===== src/rtl/dmem_arbiter.sv =====
// Two-port data-memory arbiter: grants one requester per two-cycle IDLE/ACCESS
// window, aligns write lanes and byte enables, and returns the raw read word.
module dmem_arbiter #(
    parameter int RR_EN = 1
) (
    input  logic        clk,
    input  logic        rst,
    input  logic        req_0,
    input  logic        we_0,
    input  logic [31:0] addr_0,
    input  logic [1:0]  size_0,
    input  logic [31:0] wdata_0,
    input  logic        req_1,
    input  logic        we_1,
    input  logic [31:0] addr_1,
    input  logic [1:0]  size_1,
    input  logic [31:0] wdata_1,
    output logic        gnt_0,
    output logic        done_0,
    output logic        err_0,
    output logic [31:0] rdata_0,
    output logic        gnt_1,
    output logic        done_1,
    output logic        err_1,
    output logic [31:0] rdata_1,
    output logic        mem_read,
    output logic        mem_write,
    output logic [3:0]  mem_be,
    output logic [31:0] mem_addr,
    output logic [31:0] mem_wdata,
    input  logic [31:0] mem_rdata
);

    typedef enum logic [0:0] {IDLE = 1'b0, ACCESS = 1'b1} state_t;

    state_t      state_r, state_nxt_s;
    logic        last_r, we_r, port_r, mis_r;
    logic        any_req_s, win_s, sel_we_s, mis_s;
    logic [31:0] sel_addr_s, sel_wdata_s;
    logic [1:0]  sel_size_s;

    function automatic logic misaligned_f(input logic [1:0] size, input logic [1:0] a);
        case (size)
            2'b00:   misaligned_f = 1'b0;
            2'b01:   misaligned_f = a[0];
            2'b10:   misaligned_f = (a != 2'b00);
            default: misaligned_f = 1'b1;
        endcase
    endfunction

    function automatic logic [3:0] be_f(input logic [1:0] size, input logic [1:0] a);
        case (size)
            2'b00:   be_f = 4'b0001 << a;
            2'b01:   be_f = a[1] ? 4'b1100 : 4'b0011;
            2'b10:   be_f = 4'b1111;
            default: be_f = 4'b0000;
        endcase
    endfunction

    function automatic logic [31:0] lane_f(input logic [1:0] size, input logic [31:0] wd);
        case (size)
            2'b00:   lane_f = {4{wd[7:0]}};
            2'b01:   lane_f = {2{wd[15:0]}};
            default: lane_f = wd;
        endcase
    endfunction

    // Winner selection: on a tie, round-robin favours the port not served last
    always_comb begin
        any_req_s = req_0 | req_1;
        win_s     = 1'b0;
        if (req_0 && req_1) begin
            if (RR_EN != 0) begin
                win_s = ~last_r;
            end else begin
                win_s = 1'b0;
            end
        end else if (req_1) begin
            win_s = 1'b1;
        end else begin
            win_s = 1'b0;
        end
    end

    assign sel_we_s    = win_s ? we_1    : we_0;
    assign sel_addr_s  = win_s ? addr_1  : addr_0;
    assign sel_size_s  = win_s ? size_1  : size_0;
    assign sel_wdata_s = win_s ? wdata_1 : wdata_0;
    assign mis_s       = misaligned_f(sel_size_s, sel_addr_s[1:0]);

    // Next-state logic
    always_comb begin
        state_nxt_s = state_r;
        case (state_r)
            IDLE: begin
                if (any_req_s) begin
                    state_nxt_s = ACCESS;
                end else begin
                    state_nxt_s = IDLE;
                end
            end
            ACCESS:  state_nxt_s = IDLE;
            default: state_nxt_s = IDLE;
        endcase
    end

    // State register plus registered grant, strobe, completion and read data
    always_ff @(posedge clk) begin
        if (rst) begin
            state_r   <= IDLE;
            last_r    <= 1'b1;
            we_r      <= 1'b0;
            port_r    <= 1'b0;
            mis_r     <= 1'b0;
            gnt_0     <= 1'b0;
            gnt_1     <= 1'b0;
            done_0    <= 1'b0;
            done_1    <= 1'b0;
            err_0     <= 1'b0;
            err_1     <= 1'b0;
            rdata_0   <= 32'd0;
            rdata_1   <= 32'd0;
            mem_read  <= 1'b0;
            mem_write <= 1'b0;
            mem_be    <= 4'b0000;
            mem_addr  <= 32'd0;
            mem_wdata <= 32'd0;
        end else begin
            state_r <= state_nxt_s;
            case (state_r)
                IDLE: begin
                    done_0    <= 1'b0;
                    done_1    <= 1'b0;
                    err_0     <= 1'b0;
                    err_1     <= 1'b0;
                    gnt_0     <= any_req_s & ~win_s;
                    gnt_1     <= any_req_s & win_s;
                    // misaligned accesses are granted but never touch memory
                    mem_read  <= any_req_s & ~sel_we_s & ~mis_s;
                    mem_write <= any_req_s & sel_we_s & ~mis_s;
                    mem_be    <= (any_req_s && !mis_s) ? be_f(sel_size_s, sel_addr_s[1:0]) : 4'b0000;
                    if (any_req_s) begin
                        we_r      <= sel_we_s;
                        port_r    <= win_s;
                        mis_r     <= mis_s;
                        last_r    <= win_s;
                        mem_addr  <= sel_addr_s;
                        mem_wdata <= lane_f(sel_size_s, sel_wdata_s);
                    end
                end
                ACCESS: begin
                    gnt_0     <= 1'b0;
                    gnt_1     <= 1'b0;
                    mem_read  <= 1'b0;
                    mem_write <= 1'b0;
                    mem_be    <= 4'b0000;
                    done_0    <= ~port_r;
                    done_1    <= port_r;
                    err_0     <= ~port_r & mis_r;
                    err_1     <= port_r & mis_r;
                    if (!we_r && !mis_r) begin
                        if (port_r) begin
                            rdata_1 <= mem_rdata;
                        end else begin
                            rdata_0 <= mem_rdata;
                        end
                    end
                end
                default: begin
                    gnt_0     <= 1'b0;
                    gnt_1     <= 1'b0;
                    done_0    <= 1'b0;
                    done_1    <= 1'b0;
                    err_0     <= 1'b0;
                    err_1     <= 1'b0;
                    mem_read  <= 1'b0;
                    mem_write <= 1'b0;
                    mem_be    <= 4'b0000;
                end
            endcase
        end
    end

endmodule


===== config.mk =====
export PLATFORM = sky130hd
export DESIGN_NAME = dmem_arbiter
export DESIGN_NICKNAME = d
export VERILOG_FILES = /design/src/rtl/dmem_arbiter.sv
export SDC_FILE = /design/constraint.sdc
export NUM_CORES = 1
export LEC_CHECK = 0
export CAP_MARGIN = 20
export CORE_ASPECT_RATIO = 0.75
export CORE_MARGIN = 4
export CORE_UTILIZATION = 45
export CTS_CLUSTER_SIZE = 24
export DETAILED_ROUTE_END_ITERATION = 16
export GPL_TIMING_DRIVEN = 1
export HOLD_SLACK_MARGIN = 0.15
export PLACE_DENSITY = 0.87
export SYNTH_ARGS = -nofsm -noshare
export SYNTH_HDL_FRONTEND = slang
export SYNTH_SLANG_ARGS = --single-unit

===== constraint.sdc =====
create_clock -name clk -period 2.6 [get_ports clk]
set_input_delay 0.26 -clock clk [delete_from_list [all_inputs] [get_ports clk]]
set_output_delay 0.26 -clock clk [all_outputs]
set_load 0.02 [all_outputs]

==> flow_summary.ini, run 1 <==
[logic_synthesis]
yosysUniqueCellTypes = 43
synth_area_mm2 = 0.00666
ys.flop_type = dfxtp_1
post-synth-top-area-cell = dfxtp_1
yosys_warnings = 0
yosysTopAreaCellShare = 0.436
synthCells = 808
synth.area.top_cells = dfxtp_1 44%, nand2_1 15%, mux2i_1 7.4%
synthArstFlopShare = 0
yosysSeqAreaShare = 0.436
avgSynthCellArea_um2 = 8.24
synth_edf_count = 0
syn_nets = 978
synth.ff_latch_count = 145

[sta]
tightest_slew_ns = 0.663
setup_violations = 0
fin_hold_ws_ns = 0.240
fmax_mhz = 574
fin_crit_ns = 1.74
timing.final.crit_share = 0.670
maxSlewViolCount = 0
final-hold-violation-count = 0
finalClockSkew_ns = 0.0140
finalWorstSetupSlack_ns = 0.857
fin_setup_tns_ns = 0
max-slew-margin-rel = 0.557
grt_setup_unrepaired = no

[route]
routed_wl_um = 22600
via_count = 6846
drt_pass1_iterations = 5
routedWlPerCell_um = 17.4
drtAntennaViolNets = 0
initialDrtViolationCount = 423
viasPerCell = 5.27
drc = 0

[setup_path]
cp_num_buf_inv = 2
cp.arrival_ns = 2.08
critPathLaunchType = input pin
regToRegEndpoint = mem_addr[31]$_SDFFE_PP0P_
cp_slowest_stage_delay_ns = 0.63
crit_family = buffers and inverters
r2r_start = state_r$_SDFF_PP0_
endpoint_kind = flip-flop
path_cells = clkdlybuf4s50_1, a21bo_2, buf_12, nand2_2, o22a_1, a21oi_1
cpMaxStageDelayCell = clkdlybuf4s50_1
crit_type = input pin to flip-flop
reg2reg_slack_ns = 0.89
rr_worst_depth = 4
critPathMaxFanout = 56
worstPathRequired_ns = 2.94

[floorplanning]
ios = 310
row_count = 38
dieArea_mm2 = 0.0168
fp.dieW_um = 148
die_h_um = 113
core_mm2 = 0.0145
initial_core_util = 0.461

[status]
status = completed

[global_route]
grtUsageTotal = 0.264
grt_max_degree = 82
grt_pass1_vias = 6764
busiest_layer = met2
use_met2 = 0.456
grt_overflow = 0
antenna_found_initial = 1
grt_use_met1 = 0.310
gr-usage-met3 = 0.0845
grt_pass1_wl_um = 35500

[pwr]
irDropWorstVdd_uv = 471
seq_power_share = 0.383
p_leak_nw = 3.89
p_int_mw = 4.54
power.density_mw_per_mm2 = 614
comb_power_share = 0.223
clkPwrFrac = 0.395
total_power_mw = 6.42
p_switching_mw = 1.88
swShare = 0.293

[clock_tree]
clkSinkCount = 145
cts_resized = 0
cts_root_buffer = clkbuf_16
cts_hold_buf = 0
tritoncts.num_buffers = 17
path_clk_slew_ns = 0.07
clockBufferDepth = 2
cts.htree.levels = 4
cts_tree = yes
clock_latency_ns = 0.41
postCtsSetupRepairBufs = 0

[place]
routabilityCongestion = 0.890
dp_hpwl_um = 16800
dp_slack_ns = 0.442
io_buffers = 309

[hold_path]
min_to = rdata_1[8]$_SDFFE_PP0P_
min_path_type = input pin to flip-flop
holdPathStages = 2
min_from = rst

[layout]
final_common_cell = clkdlybuf4s50_1
nets = 1256
synthToLayoutAreaGrowth_pct = 57.1
nFillCells = 1113
final_cell_mix = 308 x clkdlybuf4s50_1, 265 x nand2_1, 145 x dfxtp_1
drive_gt1_frac = 0.0846

[flow_run]
max_cap_violations = 0
[metal layers]
| layer | vias up | share of wire |
|---|---|---|
| met5 | - | 0 |
| met4 | 0 | 0.025 |
| met3 | 36 | 0.081 |
| met2 | 293 | 0.50 |
| met1 | 3199 | 0.40 |
| li1 | 3318 | - |
[stage by stage]
| stage | util | cell area (um^2) | instances |
|---|---|---|---|
| after floorplan | - | 6660 | 808 |
| after global routing | 0.724 | 10500 | 1300 |
| after detailed placement | 0.681 | 9840 | 1267 |
| after CTS | 0.723 | 10500 | 1299 |
| after global placement | 0.681 | 9840 | 1267 |
| final | 0.724 | 10500 | 1300 |
[state kept, by name (all words and copies together) (netlist names), 4 cells and up]
| register | cells |
|---|---|
| rdata_0 | 32 |
| rdata_1 | 32 |
| mem_be | 4 |
| mem_addr | 32 |
| mem_wdata | 32 |
[power by group through the flow]
stage,registers (mW),clock network (mW),logic [mW]
2_1_floorplan,2.66,0,0.565
3_3_place_gp,2.50,0,1.40
3_5_place_dp,2.51,0,1.43
4_1_cts,2.46,2.58,1.43
5_1_grt,2.48,2.70,1.53
6_report,2.46,2.53,1.43
[cell families (layout without fill, tap and decap cells)]
group / count (synthesis) / count (layout) / synth area share
other: 0 / 1 / 0
AOI/OAI and AO/OA: 186 / 186 / 0.211
DFF: 145 / 145 / 0.436
xor gates and xnor gates: 4 / 4 / 0.00526
muxes: 49 / 49 / 0.0737
and+or+nand+nor: 354 / 354 / 0.214
buffers and inverters: 70 / 361 / 0.0602
[how the worst max path moves through the flow]
| stage | from | to | slack [ns] | cells after the start |
|---|---|---|---|---|
| global route | state_r$_SDFF_PP0_ | mem_write$_SDFF_PP0_ | 0.64 | 5 |
| detailed placement | req_0 | mem_wdata[14]$_SDFFE_PP0P_ | 0.44 | 6 |
| floorplan | state_r$_SDFF_PP0_ | mem_addr[10]$_SDFFE_PP0P_ | 1.33 | 5 |
| global placement | req_0 | mem_wdata[13]$_SDFFE_PP0P_ | 0.54 | 6 |
| finish | req_0 | mem_wdata[12]$_SDFFE_PP0P_ | 0.86 | 6 |
| CTS | state_r$_SDFF_PP0_ | mem_write$_SDFF_PP0_ | 0.88 | 5 |
[Yosys cell counts (2+ instances only)]
library cell  number
nand2_1          265
dfxtp_1          145
a21oi_1           92
nor2_1            59
mux2i_1           49
a311oi_2          31
clkbuf_1          25
buf_2             20
o21ai_0           20
buf_4             16
a211oi_1          10
a311oi_1           9
nand3_1            9
o22a_1             8
buf_6              7
nand2b_1           4
o21a_1             3
and2_1             2
inv_1              2
nand2_2            2
nor2_4             2
nor3b_1            2
o221ai_1           2
or3_1              2
or3b_1             2
xnor2_1            2
xor2_1             2
[layout make-up]
type                            count  area [um^2]  share of cell area
Multi-Input combinational cell    593         3370               0.322
Timing Repair Buffer              327         3310               0.317
Sequential cell                   145         2900               0.278
Clock buffer                       17          425              0.0407
Tap cell                          200          250              0.0239
Clock inverter                     15          186              0.0178
Inverter                            2         7.51            0.000718
Antenna cell                        1         2.50            0.000239
Note: power is estimated with default switching activity, not from simulation.
==> run 2: changes to the inputs <==
--- a/config.mk
+++ b/config.mk
@@ -8,12 +8,12 @@
 export CAP_MARGIN = 20
 export CORE_ASPECT_RATIO = 0.75
 export CORE_MARGIN = 4
-export CORE_UTILIZATION = 45
+export CORE_UTILIZATION = 38
 export CTS_CLUSTER_SIZE = 24
 export DETAILED_ROUTE_END_ITERATION = 16
 export GPL_TIMING_DRIVEN = 1
 export HOLD_SLACK_MARGIN = 0.15
-export PLACE_DENSITY = 0.87
+export PLACE_DENSITY = 0.78
 export SYNTH_ARGS = -nofsm -noshare
 export SYNTH_HDL_FRONTEND = slang
 export SYNTH_SLANG_ARGS = --single-unit
==> constraint.sdc (replaced) <==
create_clock -name clk -period 1.4 [get_ports clk]
set_input_delay 0.14 -clock clk [delete_from_list [all_inputs] [get_ports clk]]
set_output_delay 0.14 -clock clk [all_outputs]
set_load 0.02 [all_outputs]
==> run 2 against run 1 <==
Effect of this change:
- worst hold slack gained 0.062 ns
- register-to-register slack worse by 0.87 ns
- routed wire length is 9.5% higher
- cell area up 5.4%
- clock skew fell by 0.0073 ns
- global-route usage is 2.5 points lower
- power is 89% higher
- clock-buffer cell count is the same
- critical path type is now flip-flop to flip-flop
- critical endpoint is now mem_wdata[2]$_SDFFE_PP0P_
- largest cell class is now buffers
==> flow_summary.ini, run 2 (synthesized netlist as in run 1, its figures left out) <==
[setup_path]
rr_worst_depth = 5
endpoint_kind = flip-flop
endpoint = mem_wdata[2]$_SDFFE_PP0P_
worstPathRequired_ns = 1.72
regToRegEndpoint = mem_wdata[2]$_SDFFE_PP0P_
r2r_start = last_r$_SDFFE_PP1P_
cp.arrival_ns = 1.69
cp_slowest_stage_delay_ns = 0.34
cpMaxStageDelayCell = dfxtp_2
critPathLaunchType = flip-flop
reg2reg_slack_ns = 0.02
crit_type = flip-flop to flip-flop
critPathMaxFanout = 5
path_cells = a21boi_4, buf_12, clkbuf_16, nand2_1, a311oi_1
cp-startpoint = last_r$_SDFFE_PP1P_

[sta]
fmax_mhz = 727
fin_setup_tns_ns = 0
timing.final.crit_share = 0.982
final-hold-violation-count = 0
maxSlewViolCount = 0
fin_crit_ns = 1.38
max-slew-margin-rel = 0.722
finalClockSkew_ns = 0.00675
setup_violations = 0
grt_setup_unrepaired = yes
tightest_slew_ns = 0.407

[place]
routabilityCongestion = 0.930
placed_cells = 1354
dp_hpwl_um = 18200
io_buffers = 309
dpl-instance-area_mm2 = 0.0104

[layout]
synthToLayoutAreaGrowth_pct = 65.5
fin_cells = 1395
diodes = 0
nets = 1316
final_cell_mix = 265 x nand2_1, 167 x clkdlybuf4s50_1, 144 x dfxtp_1
design_area_mm2 = 0.0110
final_common_cell = nand2_1
post-route-util = 0.649
drive_gt1_frac = 0.137

[route]
routedWlPerCell_um = 17.8
viasPerCell = 5.11
routed_wl_um = 24800
drc = 0
drtAntennaViolNets = 0
initialDrtViolationCount = 565
via_count = 7129
drt_pass1_iterations = 5

[pwr]
p_leak_nw = 4.82
irDropWorstVdd_uv = 613
power.density_mw_per_mm2 = 1100
total_power_mw = 12.1

[flow_run]
max_cap_violations = 0

[global_route]
grtUsageTotal = 0.239
grt_pass1_wl_um = 37400
grt_pass1_vias = 7009
antenna_found_initial = 1
grt_overflow = 0
grt_max_degree = 56

[floorplanning]
initial_core_util = 0.392
ios = 310
die_h_um = 123
core_mm2 = 0.0170
dieArea_mm2 = 0.0197
row_count = 41
fp.dieW_um = 161

[clock_tree]
clock_latency_ns = 0.42
cts.htree.levels = 4
clockBufferDepth = 2
clkSinkCount = 145
cts_tree = yes
tritoncts.num_buffers = 17
cts_root_buffer = clkbuf_16
path_clk_slew_ns = 0.06

[hold_path]
min_path_type = input pin to flip-flop

[status]
status = completed
## run 2: repair_timing
| action | 4_1_cts | 5_1_grt |
|---|---|---|
| gates resized for setup | 140 | 12 |
| setup endpoints to repair | 157 | 53 |
| buffers inserted | 3 | 2 |
| hold endpoints to repair | 4 | 0 |
| pin swaps | 1 | 3 |
| hold buffers | 1 | 0 |
| gates cloned | 0 | 3 |
## run 2: power by group
| part | switching (mW) | total, mW | internal [mW] |
|---|---|---|---|
| Combinational | 1.44 | 2.79 | 1.34 |
| Sequential | 0.148 | 4.55 | 4.40 |
| Clock | 1.94 | 4.80 | 2.86 |
| Total | 3.53 | 12.1 | 8.61 |
## run 2: cell type report
cell class                      count  area, um^2
Tap cell                          236         295
Multi-Input combinational cell    594        3410
Timing Repair Buffer              386        3780
Clock inverter                     15         195
Clock buffer                       17         425
Sequential cell                   145        2900
Inverter                            2        7.51
Fill cell                        1449        5960
## run 2: worst max-delay path, delay by kind of cell (launching register included)
family | cells | cell delay (ns)
buf+inv | 2 | 0.31
flops | 1 | 0.34
simple gates | 1 | 0.05
compound gates | 2 | 0.56
## run 2: metal layers
metal | GRT usage | wire length [um]
met1 | 0.282 | 10200
met2 | 0.416 | 11900
met3 | 0.0826 | 2170
met4 | 0.0687 | 513
met5 | 0 | 13
## run 2: worst min path at each step
stage	slack (ns)	depth (start not counted)	start	endpoint
6_report	0.30	3	mem_rdata[11]	rdata_0[11]$_SDFFE_PP0P_
3_3_place_gp	0.41	2	rst	mem_addr[11]$_SDFFE_PP0P_
3_5_place_dp	0.42	2	rst	mem_addr[11]$_SDFFE_PP0P_
2_1_floorplan	0.28	2	mem_rdata[0]	rdata_0[0]$_SDFFE_PP0P_
5_1_grt	0.29	3	mem_rdata[11]	rdata_1[11]$_SDFFE_PP0P_
4_1_cts	0.28	3	mem_rdata[11]	rdata_1[11]$_SDFFE_PP0P_
## run 2: through the flow
| step | hold slack (ns) | worst slack (ns) |
|---|---|---|
| floorplan | 0.276 | 0.128 |
| global placement | 0.413 | -0.361 |
| detailed placement | 0.416 | -0.431 |
| CTS | 0.284 | 0.0105 |
| global route | 0.288 | -0.0391 |
| finish | 0.302 | 0.0246 |
==> run 3: changes to the inputs <==
--- a/config.mk
+++ b/config.mk
@@ -14,6 +14,7 @@
 export GPL_TIMING_DRIVEN = 1
 export HOLD_SLACK_MARGIN = 0.15
 export PLACE_DENSITY = 0.78
+export SKIP_LAST_GASP = 1
 export SYNTH_ARGS = -nofsm -noshare
 export SYNTH_HDL_FRONTEND = slang
 export SYNTH_SLANG_ARGS = --single-unit
==> run 3 against run 2 <==
Effect of this change:
- sequential share of layout area about the same
- largest cell class unchanged
- fmax increased by 0.92%
- routed wire length increased by 0.12%
- critical endpoint unchanged
- cell area decreased by 0.13%
- clock-buffer cell count unchanged
- setup slack improved by 0.013 ns
- sequential power about the same
==> flow_summary.ini, run 3 (synthesized netlist as in run 1, its figures left out) <==
[clock_tree]
cts_tree = yes
cts.htree.levels = 4
clockBufferDepth = 2
path_clk_slew_ns = 0.06
clkSinkCount = 145
clock_latency_ns = 0.42
cts_root_buffer = clkbuf_16
tritoncts.num_buffers = 17

[floorplanning]
row_count = 41
initial_core_util = 0.392
die_h_um = 123
dieArea_mm2 = 0.0197
fp.dieW_um = 161
core_mm2 = 0.0170
ios = 310

[global_route]
grt_pass1_wl_um = 37400
grt_overflow = 0
grtUsageTotal = 0.239
antenna_found_initial = 1
grt_max_degree = 56
grt_pass1_vias = 7009

[place]
dpl-instance-area_mm2 = 0.0104
routabilityCongestion = 0.930
dp_hpwl_um = 18200
dp_slack_ns = -0.431
io_buffers = 309

[layout]
drive_gt1_frac = 0.135
multi_input_area_mm2 = 0.00340
diodes = 0
nFillCells = 1453
design_area_mm2 = 0.0110
final_cell_mix = 265 x nand2_1, 167 x clkdlybuf4s50_1, 144 x dfxtp_1
nets = 1316
ff_latch_area_mm2 = 0.00290
synthToLayoutAreaGrowth_pct = 65.3
final_common_cell = nand2_1

[setup_path]
cp.arrival_ns = 1.68
reg2reg_slack_ns = 0.04
cp-startpoint = last_r$_SDFFE_PP1P_
worstPathRequired_ns = 1.72
critPathMaxFanout = 5
r2r_start = last_r$_SDFFE_PP1P_
crit_type = flip-flop to flip-flop
rr_worst_depth = 5
endpoint_kind = flip-flop
critPathLaunchType = flip-flop
regToRegEndpoint = mem_wdata[2]$_SDFFE_PP0P_

[route]
viasPerCell = 5.11
drtAntennaViolNets = 0
routed_wl_um = 24800
drc = 0
routedWlPerCell_um = 17.8
initialDrtViolationCount = 570
via_count = 7129
drt_pass1_iterations = 5

[sta]
finalClockSkew_ns = 0.00620
tightest_slew_ns = 0.407
timing.final.crit_share = 0.974
finalWorstSetupSlack_ns = 0.0371
max-slew-margin-rel = 0.722
fmax_mhz = 734
final-hold-violation-count = 0
grt_setup_unrepaired = yes
setup_violations = 0
fin_crit_ns = 1.36
maxSlewViolCount = 0

[pwr]
irDropWorstVdd_uv = 613
p_leak_nw = 4.82
power.density_mw_per_mm2 = 1100

[hold_path]
min_path_type = input pin to flip-flop
min_from = req_0
holdPathStages = 4
min_to = last_r$_SDFFE_PP1P_

[flow_run]
max_cap_violations = 0

[status]
status = completed
run 3: per-stage QoR:
step / setup TNS, ns / hold WS [ns] / total power [mW] / util / instances
after floorplan: 0 / 0.276 / 5.99 / - / 808
after global placement: -20.35 / 0.413 / 7.49 / 0.613 / 1354
after detailed placement: -24.32 / 0.416 / 7.53 / 0.613 / 1354
after CTS: 0 / 0.284 / 12.2 / 0.642 / 1390
after global routing: -0.132 / 0.288 / 12.6 / 0.648 / 1395
final: 0 / 0.302 / 12.1 / 0.648 / 1395
run 3: worst max path at each step:
stage / cells past startpoint / slack, ns / to
after floorplan: 5 / 0.13 / mem_addr[10]$_SDFFE_PP0P_
after global placement: 5 / -0.36 / mem_addr[13]$_SDFFE_PP0P_
after detailed placement: 5 / -0.43 / mem_addr[28]$_SDFFE_PP0P_
after CTS: 5 / 0.01 / mem_be[1]$_SDFF_PP0_
after global routing: 5 / -0.03 / rdata_0[15]$_SDFFE_PP0P_
final: 5 / 0.04 / mem_wdata[2]$_SDFFE_PP0P_
run 3: what timing repair did:
item                                   4_1_cts  5_1_grt
setup buffers                                3        2
gates resized for setup                    140        8
gates cloned                                 0        3
endpoints found under the hold margin        4        0
setup endpoints to repair                  157       53
hold buffers                                 1        0
pin swaps                                    1        3
run 3: layer usage:
metal  vias to the layer above  track usage  part of all wire
met5                         -            0           0.00052
met4                         2       0.0687             0.021
met3                        40       0.0826             0.089
met2                       291        0.416              0.48
met1                      3350        0.282              0.41
li1                       3446            -                 -
run 3: cell type report:
cell class,instances,share of cell area
clock buffer,17,0.0387
clock inverter,15,0.0177
inverter,2,0.000682
multi-input combinational,594,0.309
sequential,145,0.264
tap,236,0.0268
timing repair buffer,386,0.343
run 3: power by group:
group	leakage (nW)	total [mW]	internal [mW]	switching, mW
Combinational	3.33	2.78	1.34	1.44
Sequential	1.19	4.55	4.40	0.146
Clock	0.298	4.80	2.86	1.94
run 3: worst max-delay path, cell delays in order, from the launching register on:
cell and delay (ns):
dfxtp_2 0.34, a21boi_4 0.26, buf_12 0.17, clkbuf_16 0.14, nand2_1 0.05, a311oi_1 0.29
